<file path="src/rtl/csr_irq_ctrl_pkg.sv">
// Shared CSR peripheral definitions: modify encodings, interrupt controller
// register offsets and the common write/set/clear helper.
package csr_irq_ctrl_pkg;

   typedef enum logic [2:0] {
      CSR_MOD_NONE  = 3'b000,
      CSR_MOD_WRITE = 3'b001,
      CSR_MOD_SET   = 3'b010,
      CSR_MOD_CLEAR = 3'b011
   } csr_mod_e;

   localparam logic [11:0] IRQ_OFS_PENDING = 12'd0;
   localparam logic [11:0] IRQ_OFS_ENABLE  = 12'd1;
   localparam logic [11:0] IRQ_OFS_CLAIM   = 12'd2;
   localparam logic [11:0] IRQ_OFS_MODE    = 12'd3;

   function automatic logic [31:0] csr_apply(input logic [31:0] cur,
                                             input logic [31:0] wd,
                                             input logic [2:0]  op);
      logic [31:0] res;
      res = cur;
      case (op)
         CSR_MOD_WRITE: res = wd;
         CSR_MOD_SET:   res = cur | wd;
         CSR_MOD_CLEAR: res = cur & ~wd;
         default:       res = cur;
      endcase
      return res;
   endfunction

endpackage

</file>
<file path="src/rtl/csr_irq_prio.sv">
// Lowest-set-bit encoder used to pick the claimed interrupt source.
module csr_irq_prio
   import csr_irq_ctrl_pkg::*;
#(
   parameter int COUNT = 8
) (
   input  logic [COUNT-1:0] vec,
   output logic             any,
   output logic [4:0]       index
);

   always_comb begin
      any   = |vec;
      index = 5'd0;
      // Scan downward so the lowest set bit is the last one assigned.
      for (int i = COUNT - 1; i >= 0; i--) begin
         if (vec[i]) index = 5'(i);
      end
   end

endmodule

</file>
<file path="src/rtl/csr_irq_ctrl.sv">
// CSR-mapped interrupt controller: edge-latched pending, enable mask, claim.
// Optional macro CSR_IRQ_LEVEL_EN adds a MODE register for level-sensitive sources.
module csr_irq_ctrl
   import csr_irq_ctrl_pkg::*;
#(
   parameter logic [11:0] BASE_ADDR = 12'hbc4,
   parameter int          COUNT     = 8
) (
   input  logic             clk,
   input  logic             rstn,
   input  logic             read,
   input  logic [2:0]       modify,
   input  logic [31:0]      wdata,
   input  logic [11:0]      addr,
   output logic [31:0]      rdata,
   output logic             valid,
   input  logic [COUNT-1:0] src,
   output logic             irq,
   output logic             AVOID_WARNING
);

   logic [COUNT-1:0] prev_q, pending_q, pending_d, enable_q, enable_d;
   logic [COUNT-1:0] edge_c, active_c, claim_mask_c;
   logic [31:0]      rdata_q, rdata_d, tmp_pend_c, tmp_en_c;
   logic             valid_q, valid_d, irq_q, irq_d;
   logic             hit_pend, hit_en, hit_claim, hit_mode, claim_any;
   logic [4:0]       claim_idx;

   assign AVOID_WARNING = |wdata[31:COUNT];

   assign hit_pend  = (addr == BASE_ADDR + IRQ_OFS_PENDING);
   assign hit_en    = (addr == BASE_ADDR + IRQ_OFS_ENABLE);
   assign hit_claim = (addr == BASE_ADDR + IRQ_OFS_CLAIM);
`ifdef CSR_IRQ_LEVEL_EN
   logic [COUNT-1:0] mode_q, mode_d;
   logic [31:0]      tmp_mode_c;
   assign hit_mode  = (addr == BASE_ADDR + IRQ_OFS_MODE);
`else
   assign hit_mode  = 1'b0;
`endif

   assign edge_c   = src & ~prev_q;
   assign active_c = pending_q & enable_q;

   csr_irq_prio #(.COUNT(COUNT)) u_prio (
      .vec   (active_c),
      .any   (claim_any),
      .index (claim_idx)
   );

   always_comb begin
      pending_d    = pending_q;
      enable_d     = enable_q;
      claim_mask_c = COUNT'(1) << claim_idx;
      tmp_pend_c   = csr_apply(32'(pending_q), wdata, modify);
      tmp_en_c     = csr_apply(32'(enable_q), wdata, modify);
      if (hit_pend) pending_d = tmp_pend_c[COUNT-1:0];
      if (hit_en)   enable_d  = tmp_en_c[COUNT-1:0];
      if (hit_claim && read && claim_any) pending_d = pending_d & ~claim_mask_c;
      // New edges are merged last so they beat a same-cycle clear or claim.
      pending_d = pending_d | edge_c;
`ifdef CSR_IRQ_LEVEL_EN
      mode_d     = mode_q;
      tmp_mode_c = csr_apply(32'(mode_q), wdata, modify);
      if (hit_mode) mode_d = tmp_mode_c[COUNT-1:0];
      pending_d = (pending_d & ~mode_q) | (src & mode_q);
`endif
      irq_d   = |active_c;
      valid_d = hit_pend | hit_en | hit_claim | hit_mode;
      rdata_d = 32'd0;
      if (hit_pend)  rdata_d = 32'(pending_q);
      if (hit_en)    rdata_d = 32'(enable_q);
      if (hit_claim && claim_any) rdata_d = 32'(claim_idx) + 32'd1;
`ifdef CSR_IRQ_LEVEL_EN
      if (hit_mode)  rdata_d = 32'(mode_q);
`endif
   end

   // Edge history tracks src through reset so held sources stay quiet.
   always_ff @(posedge clk) begin
      prev_q  <= src;
      rdata_q <= rdata_d;
      valid_q <= valid_d;
      if (!rstn) begin
         pending_q <= '0;
         enable_q  <= '0;
         irq_q     <= 1'b0;
      end else begin
         pending_q <= pending_d;
         enable_q  <= enable_d;
         irq_q     <= irq_d;
      end
   end

`ifdef CSR_IRQ_LEVEL_EN
   always_ff @(posedge clk) begin
      if (!rstn) mode_q <= '0;
      else       mode_q <= mode_d;
   end
`endif

   assign rdata = rdata_q;
   assign valid = valid_q;
   assign irq   = irq_q;

endmodule
</file>
<file path="config.mk">
export PLATFORM = sky130hd
export DESIGN_NAME = csr_irq_ctrl
export DESIGN_NICKNAME = d
export VERILOG_FILES = /design/src/rtl/csr_irq_ctrl_pkg.sv /design/src/rtl/csr_irq_prio.sv /design/src/rtl/csr_irq_ctrl.sv
export SDC_FILE = /design/constraint.sdc
export NUM_CORES = 1
export LEC_CHECK = 0
export ABC_AREA = 1
export CORE_MARGIN = 2
export CORE_UTILIZATION = 39
export CTS_BUF_LIST = sky130_fd_sc_hd__clkbuf_8 sky130_fd_sc_hd__clkbuf_16
export DETAILED_ROUTE_END_ITERATION = 8
export PLACE_DENSITY = 0.75
export REMOVE_ABC_BUFFERS = 1
export SLEW_MARGIN = 20
export SYNTH_ARGS = -nofsm -noshare
export SYNTH_HDL_FRONTEND = slang
export SYNTH_SLANG_ARGS = --single-unit
</file>
<file path="constraint.sdc">
create_clock -name clk -period 1.9 [get_ports clk]
set_clock_uncertainty 0.15 [all_clocks]
set_input_delay 0.19 -clock clk [delete_from_list [all_inputs] [get_ports clk]]
set_output_delay 0.19 -clock clk [all_outputs]
set_load 0.05 [all_outputs]
</file>
==> impl_metrics.ini <==
[pwr]
power.density_nw_per_um2 = 579
p_leak_nw = 1.46
ir_drop_mv = 0.383

[synthesis]
yosys-top-cells-area = dfxtp_1 (31%), nand2_1 (17%), buf_4 (8.3%), nand3_1 (6.5%), inv_1 (5.5%)
ys_ff_latch = 34
syn_inst = 326
ys_seq_area_frac = 0.313
synth_warnings = 0
yosysTopAreaCell = dfxtp_1
synth_top_area_share = 0.313
synth.distinct_cells = 27
syn_area_per_cell_um2 = 6.66
syn_area_um2 = 2170

[worst_setup_path]
crit_top_cell = nand2_1
cp_max_fo = 3
worstSetupEndpointType = flip-flop
crit_buf_inv = 1
timing.rr.end = rdata[2]$_DFF_P_
rr_worst_depth = 8
r2r_slack_ps = 130
startpoint_type = flip-flop
worst-setup-path-type = flip-flop to flip-flop
cp.required_ps = 1950
path_cells = nand2_1 > nand2_1 > a21oi_1 > o21ai_1 > inv_1 > ha_4 > ha_1 > o221ai_1
crit_arrival_ps = 1820
path_delay_family = adder cells
r2r-start = enable_q[5]$_SDFFE_PN0P_
cpPeakStageDelay_ps = 370
slowest_stage = dfxtp_1

[layout]
syn2layout_area_growth_pct = 42.9
final_nets = 475
final_cell_area_um2 = 3100
drive_above_1_share = 0.134
fin_util = 0.571
antenna_cells = 0

[min_path]
holdCritPathClass = input pin to flip-flop
hold_path_depth = 1
whs_endpoint = prev_q[7]$_DFF_P_
min_from = src[7]

[global_routing]
grt_max_degree = 18
overflow = 0
antenna_found_initial = 0
grt_pass1_vias = 2225
grt_pass1_wl_mm = 9.83
track_usage = 0.197

[die]
ios = 93
die_height_um = 78.6
start_util = 0.399
core_area_um2 = 5440
fp.dieW_um = 78.6
rows = 27
die-area_um2 = 6180

[timing]
hold_viol = 0
fin_hold_ws_ps = 227
slew_viol_final = 0
max_freq_mhz = 565
tns_ps = 0
worst_slack_ps = 130
finalSetupViolCount = 0
relSlewSlack = 0.654
fin_crit_ps = 1770
tightest_slew_ps = 517
rsz0062_at_grt = no
fin_crit_sh = 0.932

[cts]
clk_latency_ps = 280
clkSlewWorstSetupHoldPaths_ps = 70
cts_tree = yes
hold_buffers = 0
cts_buffers = 5
cts_max_level = 2
clk_path_buf_depth = 2
cts-root-buf = clkbuf_8
numClockSinks = 34

[routing]
drt_wl_total_mm = 5.70
viasPerCell = 4.81
drtPass1Iterations = 4
wire_per_inst_um = 11.8
num_vias = 2325
drc = 0
drtAntennaViolNets = 0
drt_iter0_drc = 185

[placed_design]
port_buffers = 68
place_area_um2 = 2930
post-place-ws_ps = 25.3
place_congestion = 0.929
dp_hpwl_mm = 4.57

[flow_run]
cap_violations = 0

[run_status]
status = completed
==> stage by stage <==
stage / power, mW / instances
6_report: 1.80 / 483
5_1_grt: 1.88 / 483
4_1_cts: 1.80 / 480
3_5_place_dp: 1.14 / 473
3_3_place_gp: 1.13 / 473
2_1_floorplan: 0.963 / 320
==> what timing repair did <==
| action | CTS | global route |
|---|---|---|
| setup buffers | 0 | 3 |
| resized for setup | 0 | 13 |
| setup endpoints to repair | 0 | 9 |
==> power breakdown <==
part           total [mW]  leakage [nW]  internal [mW]  switching (mW)
clock               0.667        0.0573          0.419           0.248
sequential          0.748         0.281          0.733          0.0149
combinational       0.382          1.12          0.159           0.223
total                1.80          1.46           1.31           0.486
==> flip-flops by register name, indices dropped and copies added, names as in the netlist <==
name	flops
rdata	8
prev_q	8
enable_q	8
valid	1
irq	1
pending_q	8
==> cell type report <==
| cell class | count | area, um2 |
|---|---|---|
| Clock buffer | 6 | 82.6 |
| Clock inverter | 1 | 30.0 |
| Multi-Input combinational cell | 248 | 1260 |
| Tap cell | 72 | 90.1 |
| Sequential cell | 34 | 688 |
| Timing Repair Buffer | 84 | 811 |
| Fill cell | 514 | 2330 |
| Inverter | 38 | 143 |
==> worst max path at each step <==
stage | from | end | slack, ps | cells after the start
floorplan | pending_q[6]$_SDFF_PN0_ | rdata[2]$_DFF_P_ | 200 | 12
global placement | pending_q[6]$_SDFF_PN0_ | rdata[2]$_DFF_P_ | 20 | 12
detailed placement | pending_q[6]$_SDFF_PN0_ | rdata[2]$_DFF_P_ | 30 | 12
CTS | pending_q[6]$_SDFF_PN0_ | rdata[2]$_DFF_P_ | 10 | 12
global route | enable_q[5]$_SDFFE_PN0P_ | rdata[2]$_DFF_P_ | 0.7 | 8
finish | enable_q[5]$_SDFFE_PN0P_ | rdata[2]$_DFF_P_ | 130 | 8
==> cell usage after synthesis, drive strengths merged <==
cell type / number
nand4: 11
nand3b: 1
o221ai: 2
conb: 1
a22o: 1
o21ai: 20
clkbuf: 1
inv: 37
a21oi: 18
nor2: 22
or2: 2
ha: 6
o21bai: 2
dfxtp: 34
nand2: 102
buf: 28
clkinv: 1
nand3: 31
nor4: 6
==> cell families after synthesis <==
group	Yosys count	share of synthesized area
AOI/OAI and AO/OA	43	0.107
adders and majority gates	6	0.0346
buffers and inverters	67	0.160
DFF	34	0.313
other	1	0.00173
and+or+nand+nor	175	0.384
==> cell usage in the layout (no fill, tap or decap), types with 2 or more instances in the layout <==
cell	instances
nand2_1	98
clkdlybuf4s50_1	67
inv_1	31
dfxtp_1	30
nand3_1	27
conb_1	24
o21ai_1	20
a21oi_1	17
buf_4	16
nor2_1	14
nand4_1	11
inv_2	6
nor4_1	6
clkbuf_8	6
nand3_2	4
nor2_2	4
ha_1	4
dfxtp_2	3
nand2_2	2
nor2_4	2
nand2_4	2
nor2_8	2
o21bai_1	2
o221ai_1	2
or2_2	2
==> metal layers <==
layer | vias to the layer above | part of all wire | global-route usage
li1 | 1178 | - | -
met1 | 1043 | 0.41 | 0.237
met2 | 90 | 0.51 | 0.347
met3 | 14 | 0.062 | 0.0448
met4 | 0 | 0.017 | 0.0614
met5 | - | 0 | 0
Power figures use the tool's default switching activity.
